File: config.mk
export PLATFORM = sky130hd
export DESIGN_NAME = qkv_sequence_controller
export DESIGN_NICKNAME = d
export VERILOG_FILES = /design/src/rtl/qkv_pkg.sv /design/src/rtl/qkv_row_buffer.sv /design/src/rtl/qkv_sequence_controller.sv
export SDC_FILE = /design/constraint.sdc
export NUM_CORES = 1
export LEC_CHECK = 0
export CAP_MARGIN = 10
export CORE_MARGIN = 2
export CORE_UTILIZATION = 50
export DETAILED_ROUTE_END_ITERATION = 10
export PLACE_DENSITY = 0.76
export SLEW_MARGIN = 20
export SYNTH_ARGS = -nofsm -noshare
export SYNTH_HDL_FRONTEND = slang
export SYNTH_SLANG_ARGS = --single-unit
File: constraint.sdc
create_clock -name clk -period 3.8 [get_ports clk]
set_input_delay 1.14 -clock clk [delete_from_list [all_inputs] [get_ports clk]]
set_output_delay 1.14 -clock clk [all_outputs]
set_load 0.005 [all_outputs]
File: src/rtl/qkv_pkg.sv
// Shared types and helpers for the QKV sequence controller: default widths, FSM states,
// address-width and range helpers used by the controller and its row buffers.
package qkv_pkg;

  localparam int DATA_WIDTH_DEF  = 8;
  localparam int ACCUM_WIDTH_DEF = 16;

  typedef enum logic [2:0] {
    ST_IDLE      = 3'd0,
    ST_ISSUE     = 3'd1,
    ST_WAIT_DONE = 3'd2,
    ST_CAPTURE   = 3'd3,
    ST_FINISH    = 3'd4
  } state_t;

  function automatic int addr_width(input int depth);
    return (depth <= 1) ? 1 : $clog2(depth);
  endfunction

  function automatic logic in_range(input int addr, input int depth);
    return (addr < depth);
  endfunction

endpackage

File: src/rtl/qkv_row_buffer.sv
// Single-write-port row store with a registered read port; out-of-range writes are dropped
// and out-of-range reads return zero.
module qkv_row_buffer
  import qkv_pkg::*;
#(
  parameter int WIDTH = 32,
  parameter int DEPTH = 4,
  parameter int AW    = addr_width(DEPTH)
) (
  input  logic             clk,
  input  logic             rst_n,
  input  logic             wr_en,
  input  logic [AW-1:0]    wr_addr,
  input  logic [WIDTH-1:0] wr_data,
  input  logic             rd_en,
  input  logic [AW-1:0]    rd_addr,
  output logic [WIDTH-1:0] rd_data
);

  // Sized to the full address space so any index is legal; only DEPTH rows are ever written.
  logic [WIDTH-1:0] mem [2**AW];

  always_ff @(posedge clk) begin
    if (wr_en && in_range(int'(wr_addr), DEPTH)) begin
      mem[wr_addr] <= wr_data;
    end
  end

  always_ff @(posedge clk) begin
    if (!rst_n) begin
      rd_data <= '0;
    end else if (rd_en) begin
      rd_data <= in_range(int'(rd_addr), DEPTH) ? mem[rd_addr] : '0;
    end
  end

endmodule

File: src/rtl/qkv_sequence_controller.sv
// Drives the projection unit once per buffered token and collects the Q/K/V rows into
// per-token buffers exposed through a registered read port.
module qkv_sequence_controller
  import qkv_pkg::*;
#(
  parameter int DATA_WIDTH     = DATA_WIDTH_DEF,
  parameter int ACCUM_WIDTH    = ACCUM_WIDTH_DEF,
  parameter int D_MODEL        = 3,
  parameter int D_K            = 2,
  parameter int D_V            = 2,
  parameter int SEQ_LEN        = 4,
  parameter int TIMEOUT_CYCLES = 255,
  localparam int AW            = addr_width(SEQ_LEN)
) (
  input  logic                        clk,
  input  logic                        rst_n,
  input  logic                        start,
  input  logic                        x_wr_en,
  input  logic [AW-1:0]               x_wr_addr,
  input  logic [D_MODEL*DATA_WIDTH-1:0] x_wr_data,
  output logic                        proj_start,
  output logic [D_MODEL*DATA_WIDTH-1:0] proj_x,
  input  logic                        proj_busy,
  input  logic                        proj_done,
  input  logic [D_K*ACCUM_WIDTH-1:0]  proj_q,
  input  logic [D_K*ACCUM_WIDTH-1:0]  proj_k,
  input  logic [D_V*ACCUM_WIDTH-1:0]  proj_v,
  input  logic [AW-1:0]               rd_addr,
  output logic [D_K*ACCUM_WIDTH-1:0]  q_rd_data,
  output logic [D_K*ACCUM_WIDTH-1:0]  k_rd_data,
  output logic [D_V*ACCUM_WIDTH-1:0]  v_rd_data,
  output logic                        busy,
  output logic                        done,
  output logic                        error,
  output logic [AW-1:0]               token_idx
);

  localparam int XW = D_MODEL * DATA_WIDTH;
  localparam int QW = D_K * ACCUM_WIDTH;
  localparam int VW = D_V * ACCUM_WIDTH;
  localparam int CW = (TIMEOUT_CYCLES < 1) ? 1 : $clog2(TIMEOUT_CYCLES + 1);

  state_t        state, state_nxt;
  logic [CW-1:0] tmo_cnt;
  logic          issue, capture, tok_wr, last_tok, timeout;

  assign last_tok = (token_idx == AW'(SEQ_LEN - 1));
  assign timeout  = (tmo_cnt == CW'(TIMEOUT_CYCLES));
  assign tok_wr   = x_wr_en && (state == ST_IDLE);

  always_comb begin
    state_nxt = state;
    busy      = 1'b1;
    done      = 1'b0;
    issue     = 1'b0;
    capture   = 1'b0;
    case (state)
      ST_IDLE: begin
        busy = 1'b0;
        if (start) state_nxt = ST_ISSUE;
      end
      ST_ISSUE: begin
        issue     = 1'b1;
        state_nxt = ST_WAIT_DONE;
      end
      // proj_busy is deliberately not consulted; completion is signalled by proj_done only
      ST_WAIT_DONE: begin
        if (proj_done)    state_nxt = ST_CAPTURE;
        else if (timeout) state_nxt = ST_IDLE;
      end
      ST_CAPTURE: begin
        capture   = 1'b1;
        state_nxt = last_tok ? ST_FINISH : ST_ISSUE;
      end
      ST_FINISH: begin
        done      = 1'b1;
        state_nxt = ST_IDLE;
      end
      default: state_nxt = ST_IDLE;
    endcase
  end

  always_ff @(posedge clk) begin
    if (!rst_n) begin
      state      <= ST_IDLE;
      token_idx  <= '0;
      tmo_cnt    <= '0;
      error      <= 1'b0;
      proj_start <= 1'b0;
    end else begin
      state      <= state_nxt;
      proj_start <= issue;
      case (state)
        ST_IDLE: begin
          if (start) begin
            error     <= 1'b0;
            token_idx <= '0;
          end
        end
        ST_ISSUE:     tmo_cnt <= '0;
        ST_WAIT_DONE: begin
          tmo_cnt <= tmo_cnt + CW'(1);
          if (!proj_done && timeout) error <= 1'b1;
        end
        ST_CAPTURE:   if (!last_tok) token_idx <= token_idx + AW'(1);
        default: ;
      endcase
    end
  end

  // The token buffer read fires in ISSUE so proj_x and the proj_start pulse appear together
  // and proj_x then holds until the next ISSUE.
  qkv_row_buffer #(.WIDTH(XW), .DEPTH(SEQ_LEN), .AW(AW)) u_tok_buf (
    .clk(clk), .rst_n(rst_n),
    .wr_en(tok_wr), .wr_addr(x_wr_addr), .wr_data(x_wr_data),
    .rd_en(issue), .rd_addr(token_idx), .rd_data(proj_x)
  );

  qkv_row_buffer #(.WIDTH(QW), .DEPTH(SEQ_LEN), .AW(AW)) u_q_buf (
    .clk(clk), .rst_n(rst_n),
    .wr_en(capture), .wr_addr(token_idx), .wr_data(proj_q),
    .rd_en(1'b1), .rd_addr(rd_addr), .rd_data(q_rd_data)
  );

  qkv_row_buffer #(.WIDTH(QW), .DEPTH(SEQ_LEN), .AW(AW)) u_k_buf (
    .clk(clk), .rst_n(rst_n),
    .wr_en(capture), .wr_addr(token_idx), .wr_data(proj_k),
    .rd_en(1'b1), .rd_addr(rd_addr), .rd_data(k_rd_data)
  );

  qkv_row_buffer #(.WIDTH(VW), .DEPTH(SEQ_LEN), .AW(AW)) u_v_buf (
    .clk(clk), .rst_n(rst_n),
    .wr_en(capture), .wr_addr(token_idx), .wr_data(proj_v),
    .rd_en(1'b1), .rd_addr(rd_addr), .rd_data(v_rd_data)
  );

endmodule

[Word-level counts from Yosys, hierarchy flattened]
Memory sizes are Yosys's and may differ from the RTL's. A register that Yosys moved wholly into a read port is not among the register bits.
Cells that the tools add are included.
Cells by class
  $add $sub $neg: 2
  $mul: 0
  div/mod/pow operators: 0
  magnitude comparators: 0
  equal/unequal tests: 10
  shifts and indexed selects: 0
  muxes and demuxes: 20
  bitwise gates (word level): 0
  reductions and logical operators: 14
Operators with widths (count)
  $pmux W8 S2: 1
  $mux W3: 4
  $pmux W3 S4: 1
  $mux W1: 10
  $add A8 B1 Y8 const B: 1
  $eq A8 B8 Y1 const B: 1
  $eq A3 B2 Y1 const B: 2
  $ne A2 B2 Y1 const B: 3
  $reduce_and A3 Y1: 2
  $reduce_bool A2 Y1: 3
  $logic_not A1 Y1: 5
  $mux W2: 2
  $pmux W2 S2: 1
  $eq A3 B1 Y1 const B: 1
  $eq A3 B3 Y1 const B: 1
  $logic_not A3 Y1: 1
  $ne A3 B3 Y1 const B: 1
  $add A2 B1 Y2 const B: 1
  $eq A2 B2 Y1 const B: 1
  $logic_and A1 B1 Y1: 2
  $pmux W1 S2: 1
  $reduce_and A2 Y1: 1
Word-level totals
  register bits: 15
  latch bits: 0
  memory bits (writable): 480
  memory bits (read-only): 0
  input bits: 130
  output and inout bits: 126
  logic and storage cells: 55
  memories: 4
Memories
  u_k_buf.mem: depth 4, width 32, read ports 1, clocked after Yosys merged registers in 1, wr ports 1, RTL line qkv_row_buffer.sv:21  | logic [WIDTH-1:0] mem [2**AW];
  u_q_buf.mem: depth 4, width 32, read ports 1, clocked after Yosys merged registers in 1, wr ports 1, RTL line qkv_row_buffer.sv:21
  u_v_buf.mem: depth 4, width 32, read ports 1, clocked after Yosys merged registers in 1, wr ports 1, RTL line qkv_row_buffer.sv:21
  u_tok_buf.mem: depth 4, width 24, read ports 1, clocked after Yosys merged registers in 1, wr ports 1, RTL line qkv_row_buffer.sv:21

[Longest topological paths before layout]
Gate-level depths: netlist of the first run.
  depth after elaboration: 4
  gate-level depth with buffers: 6
  depth with buffers taken out: 4

[By module]
A second synthesis of the first run with hierarchy kept.
Second synthesis, totals
  cell total of the unflattened synthesis: 1270
  area total of the unflattened synthesis: 22819.4 sq um
By module, submodules not included
  qkv_row_buffer at u_k_buf ...: times used 3, cells each 315, area an instance 5881.9 sq um, seq. area each 4484.3 sq um
  qkv_row_buffer at u_tok_buf: times used 1, cells each 238, area an instance 4409.2 sq um, seq. area each 3363.2 sq um
  qkv_sequence_controller: times used 1, cells each 87, area an instance 764.5 sq um, seq. area each 300.3 sq um

[Worst setup path after synthesis of the first run]
No wires, ideal clock.
  path kind: register -> register
  start point: register token_idx[1]
  end point: memory u_k_buf.mem[1][0], enable pin
  setup time: 0.466 ns
  arrival: 3.216 ns
  required time: 3.334 ns
  setup slack: 0.118 ns
  cell stages (with the launch flop): 6
  path buffers: 2
  clock period less this slack: 3.682 ns
  cell sequence: dfxtp_1 clkbuf_1 buf_1 inv_1 ha_1 and2_1
RTL lines
  start, declared: RTL line qkv_sequence_controller.sv:35  | output logic [AW-1:0] token_idx
  start signal, assigned: RTL line qkv_sequence_controller.sv:105  | ST_CAPTURE: if (!last_tok) token_idx <= token_idx + AW'(1);
  end, declared: RTL line qkv_row_buffer.sv:21
No word-level cell before the write port.

[Worst setup path in the final report of the first run]
  start point: register state[0]
  end point: output port busy
On the way
  word-level cells in the longest chain between the ends: 2
RTL lines
  start, declared: RTL line qkv_sequence_controller.sv:43  | state_t state, state_nxt;
  start signal, assigned: RTL line qkv_sequence_controller.sv:91  | state <= state_nxt;
  $logic_not A3 Y1: RTL line qkv_sequence_controller.sv:57  | case (state)
  $mux W1: RTL line qkv_sequence_controller.sv:57
  end, declared: RTL line qkv_sequence_controller.sv:32  | output logic busy,
No other way between the ends.

==> results.cfg, run 1 <==
[power_and_ir_drop]
power.total_mw = 13.85
ir_worst_vdd_v = 0.0003987
power.density_nw_per_um2 = 519.7
p_leak_nw = 8.761

[floorplanning]
pin_count = 256
initial_core_util_pct = 50.98
fp.dieArea_sq_um = 44640
core-area_sq_um = 42130
dieWidth_microns = 211.3
num_rows = 75
die_y_microns = 211.3

[setup_path]
cp_cell_sequence = nor3_1, inv_1, clkdlybuf4s50_1
crit_required_ns = 2.66
slowest_stage = nor3_1
crit_path_end_kind = primary output
cp_slowest_stage_delay_ns = 0.52
startpoint_type = flip-flop
crit_type = flip-flop to primary output
ff2ff_path_depth = 3
critPathMaxFanout = 20
cp_data_arrival_time_ns = 2.13

[global_routing]
grt_pass1_wl_microns = 62050
antenna_found_initial = 6
grt_pass1_vias = 10820
grt_overflow = 0
grt_max_degree = 97
grt_usage_pct = 18.61

[synthesis]
ys.warnings.count = 0
yosysTopAreaCellShare_pct = 67.10
synthAdderAreaFrac_pct = 0.2912
ys_ff_latch = 615
syn-num-nets = 1132
synth.top_cells.by_area = edfxtp_1 67%, dfxtp_1 13%, mux4_2 13%, and2_1 3.0%, a22o_1 0.98%
synth_cell_types = 39
syn_area_per_cell_sq_um = 21.55
synth_xor_area_share_pct = 0
synth_compound_area_share_pct = 1.520
synth_top_family_by_area = multiplexers
seq_area_frac_synth_pct = 79.68
synthMuxAreaShare_pct = 12.86
synthSimpleGateAreaFrac_pct = 4.386
yosys.area.top_type = edfxtp_1
synth.cell_area_sq_um = 21480
synth_cells = 997

[routing]
viasPerCell = 5.462
routed_wl_microns = 41160
drc = 0
ant_nets = 0
dr.pass1.iters = 5
wl_per_cell_microns = 22.01
num_vias = 10210
drt_iter0_markers = 702

[sta]
drv_slew = 0
rsz0062_at_grt = no
fmax_mhz = 305.7
setup_viol = 0
max_slew.worst_pin.slew_ns = 1.079
finalHoldViolations = 0
fin_crit_sh_pct = 86.07
fin_crit_ns = 3.271
setup_tns_ns = 0
worst_slew_margin_rel_pct = 28.04
finClkSkew_ns = 0.02152

[cts]
worstSkewPairLatency_ns = 0.61
ctsHoldBuffers = 0
cts_sinks = 615
postCtsSetupRepairBufs = 0
clkTransAtPathRegs_ns = 0.06
cts_root_buf = clkbuf_16
clock_path_buffers = 3
htreeDepth = 2
tritoncts = built
cts_buffers = 58
post_cts_resized = 0

[placed_design]
dp_hpwl_microns = 23690
dp_cells = 1762
port_buffers = 254
gpl.final_weighted_congestion = 0.7169

[run]
drv_cap = 0

[min_path]
hold_depth = 1
hold_class = flip-flop to flip-flop

[final_layout]
area_growth_pct = 24.08
drive_above_1_share_pct = 17.89
fin_cells = 1870
nNetsFinal = 1418

[run_status]
outcome = finished clean
## layer usage
metal	vias to the layer above	GRT usage, %	wire, microns
met1	5280	23.46	16600
met2	298	30.68	20040
li1	4552	-	-
met4	8	5.100	960
met5	-	0	52
met3	76	6.690	3512
## synth_stat cells
cell type / count
nand2_1: 5
buf_6: 3
buf_1: 1
and4_1: 1
and3_1: 1
nand4b_1: 1
mux2i_1: 6
nand3_1: 8
nor3_1: 5
mux4_2: 120
nor2_2: 1
a31oi_1: 1
or3b_2: 1
or3_1: 2
a21oi_1: 9
clkbuf_1: 26
nor3b_1: 4
o21ai_0: 5
a22o_1: 24
and3b_1: 1
inv_1: 5
a41oi_1: 1
and2_1: 102
buf_4: 5
o41ai_1: 1
o211ai_1: 1
edfxtp_1: 480
nand4_1: 1
nand3b_1: 2
buf_2: 16
or3b_1: 2
or4_1: 1
dfxtp_1: 135
nor4b_1: 1
nor2b_1: 3
a21o_1: 1
o21bai_1: 1
ha_1: 5
nand2b_1: 9
## registers in the layout, indices dropped and copies added, names as in the netlist
signal / cells
u_q_buf.mem: 128
u_k_buf.mem: 128
u_tok_buf.mem: 96
proj_start: 1
error: 1
state: 3
u_k_buf.rd_data: 32
u_q_buf.rd_data: 32
tmo_cnt: 8
token_idx: 2
u_tok_buf.rd_data: 24
u_v_buf.mem: 128
u_v_buf.rd_data: 32
## report_power, final
group          switching, mW  internal, mW
registers             0.0506          7.38
logic                  0.290         0.405
clock network           2.36          3.36
total                   2.71          11.1
## through the flow
step | hold WS (ns) | setup WS [ns] | util (%) | cell area [sq um]
floorplan | 0.4542 | 0.1179 | - | 21480
global placement | 0.4559 | 0.9806 | 58.72 | 24740
detailed placement | 0.4627 | 0.9601 | 58.72 | 24740
CTS | 0.4756 | 0.5131 | 63.25 | 26650
global route | 0.4941 | 0.3745 | 63.25 | 26650
finish | 0.4724 | 0.5293 | 63.26 | 26650
## worst max-delay path, delay by kind of cell (launching register included)
family        cells  cell delay (ns)
buf+inv           2             0.52
flops             1             0.49
simple gates      1             0.52
## cells by family after synthesis
| kind of cell | after synthesis |
|---|---|
| adder cells (fa/ha/maj) | 5 |
| flip-flops | 615 |
| buffers and inverters | 56 |
| AO/OA/AOI/OAI | 44 |
| multiplexers | 126 |
| AND/OR/NAND/NOR | 151 |
## worst paths after layout
| check | end | slack (ns) | start |
|---|---|---|---|
| setup / recovery | busy | 0.53 | state[0] |
| hold / removal | u_tok_buf.rd_data[22] | 0.47 | u_tok_buf.rd_data[22] |
| setup reg to reg | u_k_buf.mem[0][14] | 1.09 | state[1] |
| hold reg to reg | u_tok_buf.rd_data[22] | 0.47 | u_tok_buf.rd_data[22] |
## layout make-up
type	count	area (sq um)
well taps	539	674.4
fillers	2814	15480
multi-input cells	326	4119
inverters	5	18.77
diodes	1	2.502
flip-flops and latches	615	17120
clock buffers	83	1615
clock inverters	24	295.3
repair buffers	277	2811
## cells in the final DEF, fill, tap and decap left out, drive strengths merged, types with 4 or more instances in the layout
cell	n
mux4	120
edfxtp	480
a22o	24
inv	7
clkbuf	83
nand3	8
bufinv	6
clkdlybuf4s50	251
and2	102
mux2i	6
nand2	5
nor3	5
nand2b	9
o21ai	5
ha	5
nor3b	4
clkinv	16
buf	26
a21oi	9
dfxtp	135
No activity file was read; power rests on OpenSTA's default activity.
==> run 2: changes to the inputs <==
- REMOVE_ABC_BUFFERS: default -> 1
==> run 2 against run 1 <==
  * Critical path depth unchanged
  * Global-route usage up 0.41 points
  * Largest cell class unchanged
  * Highest routed layer unchanged
  * Setup slack worse by 0.043 ns
  * Die area unchanged
  * Clock skew up 0.0033 ns
  * Total power up 4.2%
  * Cell count up 1.0%
  * Largest power group unchanged
  * Core utilization up 0.69 points
==> results.cfg, run 2 (same netlist as run 1, synthesis figures left out) <==
[run_status]
outcome = finished clean

[cts]
postCtsSetupRepairBufs = 0
cts_buffers = 60
tritoncts = built
ctsHoldBuffers = 0
post_cts_resized = 0
worstSkewPairLatency_ns = 0.63
clock_path_buffers = 3
htreeDepth = 2
cts_sinks = 615
cts_root_buf = clkbuf_16
clkTransAtPathRegs_ns = 0.06

[routing]
viasPerCell = 5.408
ant_nets = 0
wl_per_cell_microns = 22.25
dr.pass1.iters = 4
drt_iter0_markers = 530
drc = 0
routed_wl_microns = 42040
num_vias = 10220

[floorplanning]
initial_core_util_pct = 50.98
pin_count = 256
die_y_microns = 211.3
core-area_sq_um = 42130
num_rows = 75
fp.dieArea_sq_um = 44640
dieWidth_microns = 211.3

[final_layout]
final_util_pct = 63.96
biggestRegsByFlops = u_k_buf.mem: 128 flops, u_q_buf.mem: 128 flops, u_v_buf.mem: 128 flops
nNetsFinal = 1429
design_area_sq_um = 26950
area_growth_pct = 25.44
most-common-layout-cells = 480 x edfxtp_1, 251 x clkdlybuf4s50_1, 134 x dfxtp_1
drive_above_1_share_pct = 19.61
layout_commonest_cell = edfxtp_1
fin_cells = 1889

[global_routing]
global_route.usage.met1_pct = 24.34
use_met2_pct = 30.78
grt_pass1_wl_microns = 62820
grtUsageMet3_pct = 6.363
top_usage_layer = met2
grt_pass1_vias = 10670
grt_usage_pct = 19.02
antenna_found_initial = 8
grt_overflow = 0
grt_max_degree = 57

[setup_path]
cp_slowest_stage_delay_ns = 0.51
slowest_stage = nor3_1
crit_path_end_kind = primary output
cp_data_arrival_time_ns = 2.17
startpoint_type = flip-flop
critPathMaxFanout = 20
crit_required_ns = 2.66
crit_buf_inv = 2
cp_cell_sequence = nor3_1, inv_1, clkdlybuf4s50_1
crit_family = buffers and inverters
crit_type = flip-flop to primary output

[placed_design]
dp_cells = 1771
dp_hpwl_microns = 25030
port_buffers = 254
pre_cts_ws_ns = 0.9920
placedInstanceArea_sq_um = 24780
gpl.final_weighted_congestion = 0.7648

[sta]
fin_crit_ns = 3.313
worst_slack_ns = 0.4866
setup_viol = 0
worst_slew_margin_rel_pct = 41.79
holdWs_ns = 0.4793
fin_crit_sh_pct = 87.19
fmax_mhz = 301.8
rsz0062_at_grt = no
max_slew.worst_pin.slew_ns = 0.8731
finClkSkew_ns = 0.02483
setup_tns_ns = 0
drv_slew = 0
finalHoldViolations = 0

[power_and_ir_drop]
power_frac_comb_pct = 4.9
power.density_nw_per_um2 = 535.8
power_switching_share_pct = 19.70
p_leak_nw = 8.907
p_sw_mw = 2.844
ir_worst_vdd_v = 0.0004142
clockPowerShare_pct = 43.7
power.total_mw = 14.44
seqPwrFrac_pct = 51.4
p_int_mw = 11.59

[run]
drv_cap = 0

[min_path]
hold_class = flip-flop to flip-flop
[run 2: changes by cell type in the layout (fill, tap and decap cells not counted), sizes merged]
cell      before  now
clkinv        16   19
buf           26   35
diode          1    4
clkinvlp       0    6
clkbuf        83   75
bufinv         6   12
[run 2: layout make-up]
| cell class | count | area [sq um] |
|---|---|---|
| sequential | 615 | 17120 |
| fill | 2809 | 15190 |
| multi-input combinational | 326 | 4119 |
| timing repair buffer | 286 | 2854 |
| clock buffer | 75 | 1588 |
| tap | 539 | 674.4 |
| clock inverter | 39 | 565.5 |
| inverter | 5 | 18.77 |
| antenna | 4 | 10.01 |
[run 2: worst paths after layout]
path                         start                    end  slack, ns  cells after the start
min reg2reg  u_tok_buf.rd_data[23]  u_tok_buf.rd_data[23]       0.48                      1
min          u_tok_buf.rd_data[23]  u_tok_buf.rd_data[23]       0.48                      1
max reg2reg               state[1]     u_v_buf.mem[2][22]       1.01                      3
max                       state[0]                   busy       0.49                      3
[run 2: worst reg2reg max path, delay by kind of cell, from the launching register on]
kind	cells	cell delay (ns)
buf+inv	1	0.58
flops	1	0.74
simple gates	2	1.12
[run 2: routing by layer]
metal  up-vias  share of wire (%)
li1       4590                  -
met1      5274                 40
met2       279                 49
met3        64                8.2
met4         8                2.4
met5         -               0.12
[run 2: power groups by stage]
stage / registers (mW) / logic (mW) / clock network, mW
2_1_floorplan: 7.57 / 0.215 / 0
3_3_place_gp: 7.57 / 0.692 / 0
3_5_place_dp: 7.57 / 0.708 / 0
4_1_cts: 7.43 / 0.713 / 6.44
5_1_grt: 7.44 / 0.753 / 6.70
6_report: 7.43 / 0.701 / 6.31
